### src/rtl/axi_ic_pkg.sv
// axi_ic_pkg: shared types and constants for the AXI-lite interconnect sequencers
//   SEL_W       width of the slave-select field
//   RESP_*      B response encodings
//   state_t     write/read sequencer states
package axi_ic_pkg;
  localparam int SEL_W = 3;
  localparam logic [1:0] RESP_OKAY = 2'b00;
  localparam logic [1:0] RESP_DECERR = 2'b11;
  typedef enum logic [2:0] {IDLE, ADDR, DATA, RESP, DERR_AW, DERR_DATA, DERR_RESP} state_t;
endpackage

### src/rtl/aw_wr_sequencer_if.sv
// aw_wr_sequencer_if: master-side AW/W/B and per-slave AW/W handshake bundle
//   slave  modport: seen by the sequencer (consumes master/slave inputs, drives readies/valids/status)
//   master modport: seen by the environment driving the sequencer
interface aw_wr_sequencer_if #(parameter int num_slaves = 5, parameter int ADDR_W = 32, parameter int CNT_W = 8);
  logic [ADDR_W-1:0] m_awaddr;
  logic m_awvalid;
  logic m_awready;
  logic [num_slaves-1:0] s_awvalid;
  logic [num_slaves-1:0] s_awready;
  logic m_wvalid;
  logic m_wlast;
  logic m_wready;
  logic [num_slaves-1:0] s_wvalid;
  logic [num_slaves-1:0] s_wready;
  logic m_bvalid;
  logic m_bready;
  logic [2:0] aw_sel_q;
  logic err_bvalid;
  logic [1:0] err_bresp;
  logic busy;
  logic [CNT_W-1:0] decerr_cnt;
  modport slave (
    input m_awaddr, m_awvalid, s_awready, m_wvalid, m_wlast, s_wready, m_bvalid, m_bready,
    output m_awready, s_awvalid, m_wready, s_wvalid, aw_sel_q, err_bvalid, err_bresp, busy, decerr_cnt
  );
  modport master (
    output m_awaddr, m_awvalid, s_awready, m_wvalid, m_wlast, s_wready, m_bvalid, m_bready,
    input m_awready, s_awvalid, m_wready, s_wvalid, aw_sel_q, err_bvalid, err_bresp, busy, decerr_cnt
  );
endinterface

### src/rtl/aw_addr_decoder.sv
// aw_addr_decoder: combinational address -> {slave index, hit} decode
//   i_addr  address to decode
//   o_sel   3-bit select field addr[SEL_LSB+2:SEL_LSB]
//   o_hit   select names an existing slave
module aw_addr_decoder
  import axi_ic_pkg::*;
#(
  parameter int num_slaves = 5,
  parameter int ADDR_W = 32,
  parameter int SEL_LSB = 28
) (
  input  logic [ADDR_W-1:0] i_addr,
  output logic [SEL_W-1:0]  o_sel,
  output logic              o_hit
);
  logic w_unused;
  assign o_sel = i_addr[SEL_LSB+:SEL_W];
  assign o_hit = int'(o_sel) < num_slaves;
  // only the select field matters; the rest of the address is routed elsewhere
  assign w_unused = ^i_addr;
endmodule

### src/rtl/aw_wr_sequencer.sv
// aw_wr_sequencer: one-at-a-time AW -> W -> B write sequencer with local DECERR
//   clk, rst_n  clock, asynchronous active-low reset
//   bus         aw_wr_sequencer_if.slave: master AW/W/B, per-slave AW/W, aw_sel_q,
//               err_bvalid/err_bresp, busy, decerr_cnt
module aw_wr_sequencer
  import axi_ic_pkg::*;
#(
  parameter int num_slaves = 5,
  parameter int ADDR_W = 32,
  parameter int SEL_LSB = 28,
  parameter int CNT_W = 8
) (
  input logic clk,
  input logic rst_n,
  aw_wr_sequencer_if.slave bus
);
  state_t r_state, w_next;
  logic [SEL_W-1:0] r_sel, w_sel;
  logic [CNT_W-1:0] r_cnt;
  logic w_hit;
  logic [num_slaves-1:0] w_oh;
  logic w_awrdy, w_wrdy;

  aw_addr_decoder #(.num_slaves(num_slaves), .ADDR_W(ADDR_W), .SEL_LSB(SEL_LSB)) u_dec (
    .i_addr(bus.m_awaddr),
    .o_sel (w_sel),
    .o_hit (w_hit)
  );

  // one-hot of the latched select; out-of-range selects give all zeros
  for (genvar i = 0; i < num_slaves; i++) begin : g_oh
    assign w_oh[i] = r_sel == SEL_W'(i);
  end

  assign w_awrdy = |(bus.s_awready & w_oh);
  assign w_wrdy = |(bus.s_wready & w_oh);

  always_ff @(posedge clk or negedge rst_n) begin
    if (!rst_n) begin
      r_state <= IDLE;
      r_sel <= '0;
      r_cnt <= '0;
    end else begin
      r_state <= w_next;
      if (r_state == IDLE && bus.m_awvalid) r_sel <= w_sel;
      if (r_state == DERR_RESP && bus.m_bready && !(&r_cnt)) r_cnt <= r_cnt + CNT_W'(1);
    end
  end

  always_comb begin
    w_next = r_state;
    bus.m_awready = 1'b0;
    bus.s_awvalid = '0;
    bus.m_wready = 1'b0;
    bus.s_wvalid = '0;
    bus.err_bvalid = 1'b0;
    bus.err_bresp = RESP_OKAY;
    case (r_state)
      IDLE: if (bus.m_awvalid) w_next = w_hit ? ADDR : DERR_AW;
      ADDR: begin
        bus.s_awvalid = w_oh & {num_slaves{bus.m_awvalid}};
        bus.m_awready = w_awrdy;
        if (bus.m_awvalid && w_awrdy) w_next = DATA;
      end
      DATA: begin
        bus.s_wvalid = w_oh & {num_slaves{bus.m_wvalid}};
        bus.m_wready = w_wrdy;
        if (bus.m_wvalid && w_wrdy && bus.m_wlast) w_next = RESP;
      end
      RESP: if (bus.m_bvalid && bus.m_bready) w_next = IDLE;
      DERR_AW: begin
        bus.m_awready = 1'b1;
        w_next = DERR_DATA;
      end
      DERR_DATA: begin
        bus.m_wready = 1'b1;
        if (bus.m_wvalid && bus.m_wlast) w_next = DERR_RESP;
      end
      DERR_RESP: begin
        bus.err_bvalid = 1'b1;
        bus.err_bresp = RESP_DECERR;
        if (bus.m_bready) w_next = IDLE;
      end
      default: w_next = IDLE;
    endcase
  end

  assign bus.busy = r_state != IDLE;
  assign bus.aw_sel_q = r_sel;
  assign bus.decerr_cnt = r_cnt;
endmodule

### src/flat_wrapper.sv
// flat-port wrapper written by rule: the top's interface ports become plain ports
module aw_wr_sequencer_flat import axi_ic_pkg::*;
#(
  parameter int num_slaves = 5,
  parameter int ADDR_W = 32,
  parameter int SEL_LSB = 28,
  parameter int CNT_W = 8
)
  (clk, rst_n, bus_m_awaddr, bus_m_awvalid, bus_s_awready, bus_m_wvalid, bus_m_wlast, bus_s_wready, bus_m_bvalid, bus_m_bready, bus_m_awready, bus_s_awvalid, bus_m_wready, bus_s_wvalid, bus_aw_sel_q, bus_err_bvalid, bus_err_bresp, bus_busy, bus_decerr_cnt);
  aw_wr_sequencer_if #(.num_slaves(num_slaves), .ADDR_W(ADDR_W), .CNT_W(CNT_W)) bus_i ();
  input logic clk;
  input logic rst_n;
  input wire logic [$bits(bus_i.m_awaddr)-1:0] bus_m_awaddr;
  input wire logic [$bits(bus_i.m_awvalid)-1:0] bus_m_awvalid;
  input wire logic [$bits(bus_i.s_awready)-1:0] bus_s_awready;
  input wire logic [$bits(bus_i.m_wvalid)-1:0] bus_m_wvalid;
  input wire logic [$bits(bus_i.m_wlast)-1:0] bus_m_wlast;
  input wire logic [$bits(bus_i.s_wready)-1:0] bus_s_wready;
  input wire logic [$bits(bus_i.m_bvalid)-1:0] bus_m_bvalid;
  input wire logic [$bits(bus_i.m_bready)-1:0] bus_m_bready;
  output wire logic [$bits(bus_i.m_awready)-1:0] bus_m_awready;
  output wire logic [$bits(bus_i.s_awvalid)-1:0] bus_s_awvalid;
  output wire logic [$bits(bus_i.m_wready)-1:0] bus_m_wready;
  output wire logic [$bits(bus_i.s_wvalid)-1:0] bus_s_wvalid;
  output wire logic [$bits(bus_i.aw_sel_q)-1:0] bus_aw_sel_q;
  output wire logic [$bits(bus_i.err_bvalid)-1:0] bus_err_bvalid;
  output wire logic [$bits(bus_i.err_bresp)-1:0] bus_err_bresp;
  output wire logic [$bits(bus_i.busy)-1:0] bus_busy;
  output wire logic [$bits(bus_i.decerr_cnt)-1:0] bus_decerr_cnt;
  assign bus_i.m_awaddr = bus_m_awaddr;
  assign bus_i.m_awvalid = bus_m_awvalid;
  assign bus_i.s_awready = bus_s_awready;
  assign bus_i.m_wvalid = bus_m_wvalid;
  assign bus_i.m_wlast = bus_m_wlast;
  assign bus_i.s_wready = bus_s_wready;
  assign bus_i.m_bvalid = bus_m_bvalid;
  assign bus_i.m_bready = bus_m_bready;
  assign bus_m_awready = bus_i.m_awready;
  assign bus_s_awvalid = bus_i.s_awvalid;
  assign bus_m_wready = bus_i.m_wready;
  assign bus_s_wvalid = bus_i.s_wvalid;
  assign bus_aw_sel_q = bus_i.aw_sel_q;
  assign bus_err_bvalid = bus_i.err_bvalid;
  assign bus_err_bresp = bus_i.err_bresp;
  assign bus_busy = bus_i.busy;
  assign bus_decerr_cnt = bus_i.decerr_cnt;
  aw_wr_sequencer #(.num_slaves(num_slaves), .ADDR_W(ADDR_W), .SEL_LSB(SEL_LSB), .CNT_W(CNT_W)) u_core (.clk(clk), .rst_n(rst_n), .bus(bus_i));
endmodule
### config.mk
export PLATFORM = sky130hd
export DESIGN_NAME = aw_wr_sequencer_flat
export DESIGN_NICKNAME = d
export VERILOG_FILES = /design/src/rtl/axi_ic_pkg.sv /design/src/rtl/aw_wr_sequencer_if.sv /design/src/rtl/aw_addr_decoder.sv /design/src/rtl/aw_wr_sequencer.sv /design/src/flat_wrapper.sv
export SDC_FILE = /design/constraint.sdc
export NUM_CORES = 1
export LEC_CHECK = 0
export CORE_MARGIN = 2
export CORE_UTILIZATION = 34
export CTS_CLUSTER_SIZE = 40
export DETAILED_ROUTE_END_ITERATION = 16
export PLACE_DENSITY = 0.81
export SLEW_MARGIN = 10
export SYNTH_ARGS = -nofsm -noshare
export SYNTH_HDL_FRONTEND = slang
export SYNTH_SLANG_ARGS = --single-unit
### constraint.sdc
create_clock -name clk -period 1.7 [get_ports clk]
set_input_delay 0.34 -clock clk [delete_from_list [all_inputs] [get_ports clk]]
set_output_delay 0.34 -clock clk [all_outputs]
set_load 0.005 [all_outputs]
==> metrics <==
sequential standard cell area 354 sq um; drt initial violations 44; worst skew pair latency 0.28 ns; clk buf depth 2; cell family contributing the most delay on the critical path flip-flops; static leakage 0.960 nW; final instance area 2100 sq um; Pint 1.90 mW; Cell Rows 19; largest net degree at the start of global routing 15; Syn Area/Cell 8.92 sq um; DP Area 1640 sq um; initial antenna violation count 0; Slew @ Worst Pin 0.381 ns; Root Driver clkbuf_4; vias per cell 5.35; Slowest-stage cell, CP dfrtp_2; Pins Over Slew Limit 0; Data arrival, critical path 1.67 ns; Final WS setup -0.312 ns; Design Power 3.19 mW; Fmax 0.497 GHz; CTS tree done; yosys warns 0; final core area utilization 0.754; GRT Util Overall 0.207; Die Wd 58.5 um; DRC viols 0; CP cell instances mux2_4, a22oi_2, nor2_1, o211ai_1, a21oi_1, buf_2; Sw Share 0.402; Comb pwr share 0.746; first-pass GRT wire length 5590 um; Mapped Nets 163; Tmin final 2.01 ns; WS Path Type flop to output pin; initial core utilization 0.363; critical-path maximum fanout 5; Multi-input gate area 816 sq um; max_cap viols 0; Seq/Total Area, Yosys 0.347; core box area 2780 sq um; required time of the worst setup path 1.36 ns; drt pass-1 iters 4; Synth Instances 113; vias in the first global route 1225; clock sinks 14; H-tree depth 1; relative slew slack 0.743; clock slew seen by the registers of the worst setup and hold paths 0.08 ns; result of the run finished, violations left; CP startpoint kind flop; violated checks setup timing; Mapped Area 1010 sq um; CP endpoint kind output pin; WL/cell 16.3 um; most common flop cell mapped by yosys dfrtp_1; PortBufs 46; Detail Placement HPWL 2280 um; DIE HEIGHT 58.5 um; Area Growth Syn to Fin 108%; CP peak stage delay 0.45 ns; top-area cell type share of the netlist area 0.347; total CTS buffers 3; leading area contributor after synthesis dfrtp_1; final hold vios 0; fin crit share 1.18; Synth area leaders dfrtp_1 35%, mux2_2 5.6%, nor2_1 5.2%, nand3b_4 4.0%, nand2_1 3.7%; Cell variety after synth 38; clk_skew 0.00120 ns; number of nets with antenna violations after routing 0; via count 1273; highest-count cells in the layout ignoring fill and taps 35 x buf_4, 27 x clkdlybuf4s50_1, 18 x buf_6; EDFF count, synth 0; die area 3420 sq um; pwr dens 1520 nW/um^2; Clk pwr share 0.074; Hold/Removal Path Class input pin to asynchronous set/reset pin; final setup vio count 14; fillers 178; Buf/Inv on CP 1; net switching power 1.28 mW; peak supply drop 1.23 mV; Yosys reg bits 14; RSZ-0062 raised after global routing yes; ANT cells 0; share of layout cells above drive strength 1 0.565; GRT overflow 0; routability cong. 0.870; Net count, final 258; power share of the sequential group 0.180; drt total wl 3880 um; Async SR Flop Fraction 1.00; io pins 76; commonest non-fill, non-tap cell in the layout buf_4
final cells by class:
| type | count | area share |
|---|---|---|
| multi-input cells | 88 | 0.389 |
| flip-flops and latches | 14 | 0.169 |
| clock buffers | 4 | 0.0173 |
| inverters | 3 | 0.00537 |
| well taps | 31 | 0.0185 |
| repair buffers | 98 | 0.401 |
sequential cells by signal (all words and copies together), names as in the netlist:
name / cells
u_core.r_state: 3
u_core.bus.aw_sel_q: 3
u_core.bus.decerr_cnt: 8
stage by stage:
stage          hold WS (ns)  setup WS (ns)  std cells  TNS [ns]
2_1_floorplan        0.0444          0.201        113         0
3_3_place_gp          0.486         -0.559        206     -4.95
3_5_place_dp          0.501         -0.595        206     -4.98
4_1_cts               0.335         -0.326        228     -1.43
5_1_grt               0.343         -0.407        238     -3.34
6_report              0.319         -0.312        238     -2.11
synth_stat cells, types with 2 or more instances:
cell type / n
nand2b_1: 3
nand3_1: 4
xor2_1: 4
xnor2_1: 3
buf_2: 3
nor4_1: 2
o31ai_1: 2
dfrtp_1: 14
a311oi_1: 2
mux2_2: 5
a21oi_1: 6
nand3b_1: 2
o21ai_1: 2
nand2_1: 10
nand3b_4: 2
nor3_1: 6
o211a_2: 2
o21ai_0: 2
buf_4: 3
nand4_1: 3
inv_1: 3
nor2_1: 14
routing by layer:
layer  wire length [um]  share of wire  GRT usage  up-vias
met4                102          0.026     0.0532        0
li1                   -              -          -      592
met1               1590           0.41      0.252      619
met2               1970           0.51      0.382       53
met3                210          0.054     0.0242        9
met5                  0              0          0        -
final timing paths:
kind,startpoint,endpoint,slack (ns),cells past startpoint
min reg2reg,u_core.bus.decerr_cnt[6]$_DFFE_PN0P_,u_core.bus.decerr_cnt[6]$_DFFE_PN0P_,0.51,1
max,u_core.bus.aw_sel_q[0]$_DFFE_PN0P_,bus_m_awready,-0.31,6
max in group asynchronous,rst_n,u_core.r_state[2]$_DFFE_PN0P_,0.96,2
min in group clk,u_core.bus.decerr_cnt[6]$_DFFE_PN0P_,u_core.bus.decerr_cnt[6]$_DFFE_PN0P_,0.51,1
min,rst_n,u_core.bus.decerr_cnt[3]$_DFFE_PN0P_,0.32,1
max reg2reg,u_core.bus.aw_sel_q[0]$_DFFE_PN0P_,u_core.r_state[0]$_DFFE_PN0P_,-0.25,8
repair_timing:
action,in CTS,in global routing
pin swaps,20,19
hold buffers,0,0
resized for setup,86,46
endpoints found under the setup margin,22,24
setup buffers,19,10
cells by family after synthesis:
logic type               Yosys count  synth area share
AO/OA/AOI/OAI                     23             0.169
adder cells (fa/ha/maj)            1            0.0124
multiplexers                       6            0.0658
XOR/XNOR                           7            0.0608
flip-flops                        14             0.347
buffers and inverters             11            0.0633
AND/OR/NAND/NOR                   51             0.282
power groups by stage:
stage | sequential (mW) | clock (mW) | combinational [mW]
finish | 0.575 | 0.235 | 2.38
global route | 0.592 | 0.253 | 2.52
CTS | 0.567 | 0.235 | 1.84
detailed placement | 0.556 | 0 | 1.39
global placement | 0.549 | 0 | 1.35
floorplan | 0.529 | 0 | 0.748
worst reg2reg max path, cell delays in order (launching register included):
cell and delay (ns):
dfrtp_2 0.45, buf_4 0.17, nand3b_1 0.20, a21oi_4 0.19
a311oi_4 0.07, buf_4 0.15, buf_4 0.12, o31a_1 0.28
o41ai_2 0.22
No activity file was read; power rests on OpenSTA's default activity.
